**config.mk**
```make
export PLATFORM = sky130hd
export DESIGN_NAME = load_store_unit_flat
export DESIGN_NICKNAME = d
export VERILOG_FILES = /design/src/rtl/lsu_pkg.sv /design/src/rtl/lsu_if.sv /design/src/rtl/lane_align.sv /design/src/rtl/load_store_unit.sv /design/src/flat_wrapper.sv
export SDC_FILE = /design/constraint.sdc
export NUM_CORES = 1
export LEC_CHECK = 0
export BUFFER_PORTS_ARGS = -buffer_cell sky130_fd_sc_hd__buf_2
export CORE_ASPECT_RATIO = 1.75
export CORE_MARGIN = 2
export CORE_UTILIZATION = 53
export CTS_CLUSTER_SIZE = 12
export DETAILED_ROUTE_END_ITERATION = 16
export PLACE_DENSITY = 0.86
export SLEW_MARGIN = 20
export SYNTH_ARGS = -nofsm -noshare
export SYNTH_HDL_FRONTEND = slang
export SYNTH_SLANG_ARGS = --single-unit
```
**constraint.sdc**
```tcl
create_clock -name clk -period 4.42 [get_ports clk]
set_clock_uncertainty 0.15 [all_clocks]
set_input_delay 0.884 -clock clk [delete_from_list [all_inputs] [get_ports clk]]
set_output_delay 0.884 -clock clk [all_outputs]
set_load 0.1 [all_outputs]
```
**src/rtl/lsu_pkg.sv**
```systemverilog
// lsu_pkg: shared types, lane geometry and request decode helpers for the load/store unit.
package lsu_pkg;
    localparam int NUM_LANES = 4;
    localparam int LANE_W = 8;
    typedef enum logic [1:0] {SZ_B = 2'd0, SZ_H = 2'd1, SZ_W = 2'd2} size_t;
    typedef enum logic [1:0] {IDLE, ISSUE, WAIT, RESP} state_t;
    function automatic size_t to_size(input logic [1:0] s);
        return s == 2'd0 ? SZ_B : s == 2'd1 ? SZ_H : SZ_W;
    endfunction
    function automatic logic misaligned(input size_t sz, input logic [1:0] off);
        return (sz == SZ_H && off[0]) || (sz == SZ_W && off != 2'd0);
    endfunction
endpackage

```
**src/rtl/lsu_if.sv**
```systemverilog
// lsu_if: request/response handshake and data-RAM signals of the load/store unit.
interface lsu_if #(parameter int ADDR_W = 32, parameter int CPU_WORD = 32);
    logic                req_valid;
    logic                req_ready;
    logic                req_we;
    logic [1:0]          req_size;
    logic [ADDR_W-1:0]   req_addr;
    logic [CPU_WORD-1:0] req_wdata;
    logic                mem_en;
    logic                mem_we;
    logic [3:0]          mem_be;
    logic [ADDR_W-1:0]   mem_addr;
    logic [CPU_WORD-1:0] mem_wdata;
    logic [CPU_WORD-1:0] mem_rdata;
    logic                mem_rvalid;
    logic                rsp_valid;
    logic [CPU_WORD-1:0] rsp_data;
    logic                rsp_err;
    logic                stall;
    modport slave (
        input  req_valid, req_we, req_size, req_addr, req_wdata, mem_rdata, mem_rvalid,
        output req_ready, mem_en, mem_we, mem_be, mem_addr, mem_wdata, rsp_valid, rsp_data, rsp_err, stall
    );
    modport master (
        output req_valid, req_we, req_size, req_addr, req_wdata, mem_rdata, mem_rvalid,
        input  req_ready, mem_en, mem_we, mem_be, mem_addr, mem_wdata, rsp_valid, rsp_data, rsp_err, stall
    );
endinterface

```
**src/rtl/lane_align.sv**
```systemverilog
// lane_align: byte enables, lane-replicated store data and right-justified load data.
module lane_align
    import lsu_pkg::*;
#(
    parameter int CPU_WORD = 32
) (
    input  size_t                size,
    input  logic [1:0]           off,
    input  logic [CPU_WORD-1:0]  wdata,
    input  logic [CPU_WORD-1:0]  rdata,
    output logic [NUM_LANES-1:0] be,
    output logic [CPU_WORD-1:0]  wdata_rep,
    output logic [CPU_WORD-1:0]  rdata_aligned
);
    logic [CPU_WORD-1:0] shifted;
    always_comb begin
        be = size == SZ_B ? NUM_LANES'(4'b0001 << off) :
             size == SZ_H ? NUM_LANES'(4'b0011 << {off[1], 1'b0}) : '1;
        wdata_rep = size == SZ_B ? {NUM_LANES{wdata[LANE_W-1:0]}} :
                    size == SZ_H ? {2{wdata[2*LANE_W-1:0]}} : wdata;
        shifted = rdata >> {off, 3'b000};
        rdata_aligned = size == SZ_B ? CPU_WORD'(shifted[LANE_W-1:0]) :
                        size == SZ_H ? CPU_WORD'(shifted[2*LANE_W-1:0]) : shifted;
    end
endmodule

```
**src/rtl/load_store_unit.sv**
```systemverilog
// load_store_unit: single-outstanding memory-access stage driving the synchronous data RAM.
// Define LSU_MISALIGN_TRAP_EN to fail misaligned half/word accesses instead of forcing alignment.
module load_store_unit
    import lsu_pkg::*;
#(
    parameter int ADDR_W   = 32,
    parameter int CPU_WORD = 32,
    parameter int TIMEOUT  = 15
) (
    input logic  clk,
    input logic  rst,
    lsu_if.slave bus
);
    localparam int CNT_W = $clog2(TIMEOUT + 1);
    state_t                state_q, state_d;
    logic                  we_q, we_d;
    size_t                 size_q, size_d;
    logic [ADDR_W-1:0]     addr_q, addr_d;
    logic [CPU_WORD-1:0]   wdata_q, wdata_d;
    logic [CPU_WORD-1:0]   data_q, data_d;
    logic                  err_q, err_d;
    logic [CNT_W-1:0]      cnt_q, cnt_d;
    logic [NUM_LANES-1:0]  be;
    logic [CPU_WORD-1:0]   wdata_rep, rdata_aligned;
    size_t                 req_sz;
    logic [1:0]            req_off;
    logic                  trap, issue, timed_out;

    lane_align #(.CPU_WORD(CPU_WORD)) u_align (
        .size          (size_q),
        .off           (addr_q[1:0]),
        .wdata         (wdata_q),
        .rdata         (bus.mem_rdata),
        .be            (be),
        .wdata_rep     (wdata_rep),
        .rdata_aligned (rdata_aligned)
    );

    always_comb begin
        req_sz = to_size(bus.req_size);
`ifdef LSU_MISALIGN_TRAP_EN
        trap = misaligned(req_sz, bus.req_addr[1:0]);
        req_off = bus.req_addr[1:0];
`else
        trap = 1'b0;
        req_off = req_sz == SZ_B ? bus.req_addr[1:0] :
                  req_sz == SZ_H ? {bus.req_addr[1], 1'b0} : 2'b00;
`endif
        timed_out = cnt_q == CNT_W'(TIMEOUT);
    end

    always_ff @(posedge clk) begin
        if (rst) begin
            state_q <= IDLE;
            we_q    <= 1'b0;
            size_q  <= SZ_B;
            addr_q  <= '0;
            wdata_q <= '0;
            data_q  <= '0;
            err_q   <= 1'b0;
            cnt_q   <= '0;
        end else begin
            state_q <= state_d;
            we_q    <= we_d;
            size_q  <= size_d;
            addr_q  <= addr_d;
            wdata_q <= wdata_d;
            data_q  <= data_d;
            err_q   <= err_d;
            cnt_q   <= cnt_d;
        end
    end

    always_comb begin
        state_d = state_q;
        case (state_q)
            IDLE:    state_d = !bus.req_valid ? IDLE : trap ? RESP : ISSUE;
            ISSUE:   state_d = we_q ? RESP : WAIT;
            WAIT:    state_d = (bus.mem_rvalid || timed_out) ? RESP : WAIT;
            default: state_d = IDLE;
        endcase
    end

    // Request fields latch on acceptance; data/err hold the pending response until RESP.
    always_comb begin
        we_d    = we_q;
        size_d  = size_q;
        addr_d  = addr_q;
        wdata_d = wdata_q;
        data_d  = data_q;
        err_d   = err_q;
        cnt_d   = cnt_q;
        if (state_q == IDLE && bus.req_valid) begin
            we_d    = bus.req_we;
            size_d  = req_sz;
            addr_d  = {bus.req_addr[ADDR_W-1:2], req_off};
            wdata_d = bus.req_wdata;
            data_d  = '0;
            err_d   = trap;
        end
        if (state_q == ISSUE) cnt_d = '0;
        if (state_q == WAIT) begin
            cnt_d  = cnt_q + CNT_W'(1);
            data_d = bus.mem_rvalid ? rdata_aligned : '0;
            err_d  = !bus.mem_rvalid && timed_out;
        end
    end

    always_comb begin
        issue         = state_q == ISSUE;
        bus.req_ready = state_q == IDLE;
        bus.stall     = state_q != IDLE;
        bus.mem_en    = issue;
        bus.mem_we    = issue && we_q;
        bus.mem_be    = issue ? be : '0;
        bus.mem_addr  = issue ? {addr_q[ADDR_W-1:2], 2'b00} : '0;
        bus.mem_wdata = issue ? wdata_rep : '0;
        bus.rsp_valid = state_q == RESP;
        bus.rsp_data  = state_q == RESP ? data_q : '0;
        bus.rsp_err   = state_q == RESP && err_q;
    end
endmodule

```
**src/flat_wrapper.sv**
```systemverilog
// flat-port wrapper written by rule: the top's interface ports become plain ports
module load_store_unit_flat import lsu_pkg::*;
#(
    parameter int ADDR_W   = 32,
    parameter int CPU_WORD = 32,
    parameter int TIMEOUT  = 15
)
  (clk, rst, bus_req_valid, bus_req_we, bus_req_size, bus_req_addr, bus_req_wdata, bus_mem_rdata, bus_mem_rvalid, bus_req_ready, bus_mem_en, bus_mem_we, bus_mem_be, bus_mem_addr, bus_mem_wdata, bus_rsp_valid, bus_rsp_data, bus_rsp_err, bus_stall);
  lsu_if #(.ADDR_W(ADDR_W), .CPU_WORD(CPU_WORD)) bus_i ();
  input logic clk;
  input logic rst;
  input wire logic [$bits(bus_i.req_valid)-1:0] bus_req_valid;
  input wire logic [$bits(bus_i.req_we)-1:0] bus_req_we;
  input wire logic [$bits(bus_i.req_size)-1:0] bus_req_size;
  input wire logic [$bits(bus_i.req_addr)-1:0] bus_req_addr;
  input wire logic [$bits(bus_i.req_wdata)-1:0] bus_req_wdata;
  input wire logic [$bits(bus_i.mem_rdata)-1:0] bus_mem_rdata;
  input wire logic [$bits(bus_i.mem_rvalid)-1:0] bus_mem_rvalid;
  output wire logic [$bits(bus_i.req_ready)-1:0] bus_req_ready;
  output wire logic [$bits(bus_i.mem_en)-1:0] bus_mem_en;
  output wire logic [$bits(bus_i.mem_we)-1:0] bus_mem_we;
  output wire logic [$bits(bus_i.mem_be)-1:0] bus_mem_be;
  output wire logic [$bits(bus_i.mem_addr)-1:0] bus_mem_addr;
  output wire logic [$bits(bus_i.mem_wdata)-1:0] bus_mem_wdata;
  output wire logic [$bits(bus_i.rsp_valid)-1:0] bus_rsp_valid;
  output wire logic [$bits(bus_i.rsp_data)-1:0] bus_rsp_data;
  output wire logic [$bits(bus_i.rsp_err)-1:0] bus_rsp_err;
  output wire logic [$bits(bus_i.stall)-1:0] bus_stall;
  assign bus_i.req_valid = bus_req_valid;
  assign bus_i.req_we = bus_req_we;
  assign bus_i.req_size = bus_req_size;
  assign bus_i.req_addr = bus_req_addr;
  assign bus_i.req_wdata = bus_req_wdata;
  assign bus_i.mem_rdata = bus_mem_rdata;
  assign bus_i.mem_rvalid = bus_mem_rvalid;
  assign bus_req_ready = bus_i.req_ready;
  assign bus_mem_en = bus_i.mem_en;
  assign bus_mem_we = bus_i.mem_we;
  assign bus_mem_be = bus_i.mem_be;
  assign bus_mem_addr = bus_i.mem_addr;
  assign bus_mem_wdata = bus_i.mem_wdata;
  assign bus_rsp_valid = bus_i.rsp_valid;
  assign bus_rsp_data = bus_i.rsp_data;
  assign bus_rsp_err = bus_i.rsp_err;
  assign bus_stall = bus_i.stall;
  load_store_unit #(.ADDR_W(ADDR_W), .CPU_WORD(CPU_WORD), .TIMEOUT(TIMEOUT)) u_core (.clk(clk), .rst(rst), .bus(bus_i));
endmodule
```
Word level (Yosys, flattened, before mapping)
Index checks and enable logic that the tools add are counted.
W data, S select, Z words.
- flip-flop bits (word level): 106
- logic and storage cells: 57
- output and inout port bits: 106
- input bits: 103
- reduce and logical (&&, ||, !) cells: 13
- mux-type cells: 25
- $add $sub $neg: 1
- equality and inequality tests: 7
- shift-type cells: 3
- operator list (operator ; number):
    $mux W32 ; 10
    $shr A32 B5 Y32 ; 1
    $mux W4 ; 5
    $eq A2 B1 Y1 const B ; 4
    $logic_not A2 Y1 ; 4
    $mux W2 ; 4
    $pmux W2 S3 ; 1
    $reduce_bool A2 Y1 ; 3
    $mux W1 ; 5
    $add A4 B1 Y4 const B ; 1
    $eq A2 B2 Y1 const B ; 2
    $eq A4 B4 Y1 const B ; 1
    $logic_and A1 B1 Y1 ; 4
    $shl A1 B2 Y4 const A ; 1
    $shl A2 B2 Y4 const A ; 1
    $logic_not A1 Y1 ; 1
    $logic_or A1 B1 Y1 ; 1

Depth between registers and ports, before layout
- depth in word-level cells: 6
- gate-level depth with buffers: 8
- mapped depth without buffers: 5

Hierarchy
From an unflattened synthesis, not the netlist that was laid out.
- cell total of the unflattened synthesis: 691
- area total of the unflattened synthesis: 5520.3 µm²
- by module, submodules not included (module ; area each (µm²) ; times used ; cells each ; sequential area each (µm²)):
    load_store_unit ; 4454.3 ; 1 ; 556 ; 2122.0
    lane_align ; 1066.0 ; 1 ; 135 ; 0.0

Worst setup path before layout
No wires, ideal clock.
- kind: register to output
- from: register u_core.state_q[1]
- to: output port bus_mem_wdata[10]
- required time: 3.386 ns
- arrival: 3.747 ns
- path buffers: 1
- path slack: -0.361 ns
- cell stages (with the launch flop): 5
- cells stage by stage: dfxtp_1 > inv_1 > ha_1 > clkbuf_1 > a21boi_0
- longest elaborated chain between the ends: 2
- ends and longest elaborated chain (item ; line ; text):
    from (decl) ; load_store_unit.sv:15 ; state_t state_q, state_d;
    from (signal assigned) ; load_store_unit.sv:63 ; state_q <= state_d;
    $eq A2 B1 Y1 ; load_store_unit.sv:110 ; issue = state_q == ISSUE;
    named net bus_mem_en ; flat_wrapper.sv:20 ; output wire logic [$bits(bus_i.mem_en)-1:0] bus_mem_en;
    $mux W32 ; load_store_unit.sv:117 ; bus.mem_wdata = issue ? wdata_rep : '0;
    to (decl) ; flat_wrapper.sv:24 ; output wire logic [$bits(bus_i.mem_wdata)-1:0] bus_mem_wdata;
The timed path passes the listed nets, and every way through them passes these cells.

Worst setup path after layout
- from: register u_core.state_q[1]
- to: output port bus_mem_be[1]
- longest elaborated chain between the ends: 2
- ends and longest elaborated chain (item ; line ; text):
    $eq A2 B1 Y1 ; load_store_unit.sv:110 ;
    $mux W4 ; load_store_unit.sv:115 ; bus.mem_be = issue ? be : '0;
    to (decl) ; flat_wrapper.sv:22 ; output wire logic [$bits(bus_i.mem_be)-1:0] bus_mem_be;
No other way between the ends.

==> flow_summary_export.csv <==
group,metric,value,unit
status,status,"finished, final reports clean",
power,power_frac_clock,0.324,
finish,seq_area,2122,um2
route,drt-pass1-iter-count,8,
route,drc_errors,0,
worst_setup_path,critPathLaunchType,"register",
finish,fin_util,0.6755,
worst_setup_path,reg2reg_to,"u_core.addr_q[22]",
timing,tightest_slew,0.9890,ns
worst_setup_path,reg2reg_depth,6,
timing,rsz0062_at_grt,"false",
finish,diodes,0,
finish,final_layout_size_suffix_gt1_frac,0.2922,
floorplanning,ioPinCount,209,
floorplanning,start_util,0.5417,
clock_tree,clock_sinks,106,
worst_setup_path,cp.required,3.39,ns
timing,setup_viol,0,
finish,finalNonFillerCells,960,
clock_tree,worstSkewPairLatency,0.34,ns
place,dp_slack,1.409,ns
min_path,whs_endpoint,"u_core.we_q",
timing,slew_headroom,0.3384,
global_routing,gr-total-overflow,0,
route,route.vias.total,5214,
clock_tree,cts_tree,"yes",
power,seqPwrFrac,0.422,
power,power_switching_share,0.3507,
route,wire_per_inst,15.91,um
place,dpl.cell_count,945,
finish,multi_input_area,2912,um2
global_routing,grt_pass1_vias,4897,
finish,fin_nets,940,
logic_synthesis,synthCells,661,
place,dp_hpwl,11.00,mm
timing,clock.fmax,294.4,MHz
global_routing,antenna_found_initial,0,
finish,finalInstanceArea,6613,um2
timing,period_minus_slack,3.397,ns
job,cap_violations,0,
route,ant_nets,0,
worst_setup_path,r2r_setup_slack,2.08,ns
logic_synthesis,synth_seq_area_share,0.4002,
place,portBuffers,206,
route,vias_per_cell,5.431,
power,combPwrFrac,0.254,
floorplanning,core-area,9789,um2
place,placed_area,6304,um2
power,pwr_density_cell,382.0,nW/um2
min_path,holdPathStages,2,
min_path,min_from,"u_core.we_q",
logic_synthesis,yosysUniqueCellTypes,44,
power,internal_power,1.640,mW
global_routing,grtUsageTotal,0.2743,
clock_tree,ctsResizeCount,0,
logic_synthesis,yosysWarnings,0,
min_path,hold_class,"register to register",
power,p_leak,2.989,nW
worst_setup_path,crit_fanout,68,
logic_synthesis,synth_seq_cells,106,
place,place.gp.congestion,0.8496,
floorplanning,dieArea,10850,um2
timing,hold_ws,0.3025,ns
floorplanning,fp.dieW,79.61,um
route,drt-initial-drc-count,259,
clock_tree,clk_path_buf_depth,2,
clock_tree,cts_made_buffers,9,
worst_setup_path,cp-end-kind,"output pin",
route,wl,15.27,mm
worst_setup_path,critPathKind,"register to output pin",
global_routing,grt_pass1_wl,23.23,mm
timing,hold_violations,0,
logic_synthesis,syn_area,5303,um2
global_routing,grt_max_degree,73,
floorplanning,die_h,136.3,um
clock_tree,cts_hold_buf,0,
clock_tree,postCtsSetupBuffers,0,
power,net-switching-power,885.8,uW
power,irDropWorstVdd,316.6,uV
finish,area_growth,24.71,%
timing,setup_slack,1.023,ns
clock_tree,htree_levels,3,
floorplanning,rows,48,
finish,nFillCells,872,
clock_tree,clk_pin_slew,0.07,ns
worst_setup_path,cp_data_arrival_time,2.36,ns
timing,period_share,0.7685,
worst_setup_path,r2r-start,"u_core.state_q[0]",
logic_synthesis,syn_avg_cell_area,8.022,um2
timing,final_max_slew_viol_count,0,
clock_tree,cts-root-buf,"clkbuf_16",
-- cell type report --
cell class	instances	share of cell area
clock buffer	10	0.03614
clock inverter	5	0.009461
inverter	6	0.003406
multi-input combinational	495	0.4403
sequential	106	0.3209
tap	125	0.02365
timing repair buffer	213	0.1661
-- how the worst max path moves through the flow --
stage	from	end	slack [ns]
after floorplan	u_core.state_q[1]	bus_mem_wdata[10]	-0.36
after global routing	u_core.state_q[1]	bus_mem_wdata[12]	0.84
after detailed placement	u_core.state_q[1]	bus_mem_be[3]	1.41
after global placement	u_core.state_q[1]	bus_mem_be[1]	1.38
final	u_core.state_q[1]	bus_mem_be[1]	1.02
after CTS	u_core.state_q[1]	bus_mem_be[3]	1.01
-- cells by family after synthesis --
logic type / count (synthesis) / synth area share
simple gates: 301 / 0.2754
mux: 40 / 0.08495
fa+ha+maj: 6 / 0.01416
flops: 106 / 0.4002
compound gates: 146 / 0.1706
other cells: 1 / 0.0007072
buf+inv: 61 / 0.05404
-- registers in the layout (all words and copies together) (netlist names) --
signal / count
u_core.state_q: 2
u_core.data_q: 32
u_core.err_q: 1
u_core.size_q: 2
u_core.we_q: 1
u_core.wdata_q: 32
u_core.addr_q: 32
u_core.cnt_q: 4
-- worst max-delay path, cell delays in order, from the launching register on --
cell,delay [ns]
dfxtp_1,0.34
inv_1,0.09
ha_2,0.81
o21a_1,0.29
buf_2,0.46
-- power by group through the flow --
stage               Combinational (mW)  Clock (mW)  Sequential, mW
detailed placement               0.636           0            1.09
global placement                 0.633           0            1.08
CTS                              0.639       0.832            1.07
floorplan                        0.516           0            1.06
finish                           0.642       0.818            1.07
global route                     0.687       0.871            1.07
-- metrics by stage --
stage | setup TNS, ns | total power, mW
detailed placement | 0 | 1.723
finish | 0 | 2.526
global placement | 0 | 1.717
floorplan | -2.166 | 1.581
global route | 0 | 2.631
CTS | 0 | 2.537
-- cells in the mapped netlist (all sizes together) --
cell | n | area [um2]
o21ai | 17 | 85.08
and2 | 81 | 506.7
a21boi | 8 | 60.05
o211ai | 1 | 7.510
a311oi | 1 | 8.760
o21a | 2 | 15.01
clkbuf | 27 | 101.4
nand2 | 152 | 570.6
and4b | 1 | 10.01
nor2 | 23 | 88.84
and3b | 1 | 8.760
conb | 1 | 3.750
nand2b | 1 | 6.260
and4bb | 1 | 12.51
a22oi | 8 | 60.06
mux2 | 16 | 210.2
a2bb2oi | 1 | 8.760
a21oi | 83 | 419.2
nor3 | 10 | 60.06
mux2i | 24 | 240.2
a222oi | 8 | 80.08
o211a | 1 | 10.01
nor2b | 21 | 131.4
a32oi | 8 | 70.07
a221o | 8 | 80.08
nand4 | 2 | 12.51
nand3 | 3 | 15.01
dfxtp | 106 | 2122
inv | 6 | 22.52
buf | 28 | 162.7
nand3b | 3 | 22.52
ha | 6 | 75.07
nand4b | 1 | 8.760
or3 | 1 | 6.260
-- cells in the final DEF (no fill, tap or decap), types with 5 or more instances in the layout --
cell type	count
dfxtp_1	106
mux2i_1	24
ha_1	5
nor2_1	22
clkbuf_16	9
a21oi_1	82
nor2b_1	21
and2_1	80
buf_4	7
a221o_1	8
a22oi_1	8
a21boi_0	6
nand2_1	151
inv_1	5
buf_2	205
mux2_1	8
mux2_4	8
a32oi_1	8
a222oi_1	8
o21ai_0	16
nor3_1	8
-- per-layer routing --
metal | wire length, um | vias up | share of wire | GRT usage
li1 | - | 2571 | - | -
met1 | 5616 | 2355 | 0.37 | 0.2956
met2 | 7823 | 242 | 0.51 | 0.4888
met3 | 1153 | 46 | 0.076 | 0.06574
met4 | 675 | 0 | 0.044 | 0.1389
met5 | 0 | - | 0 | 0
Power figures use the tool's default switching activity.
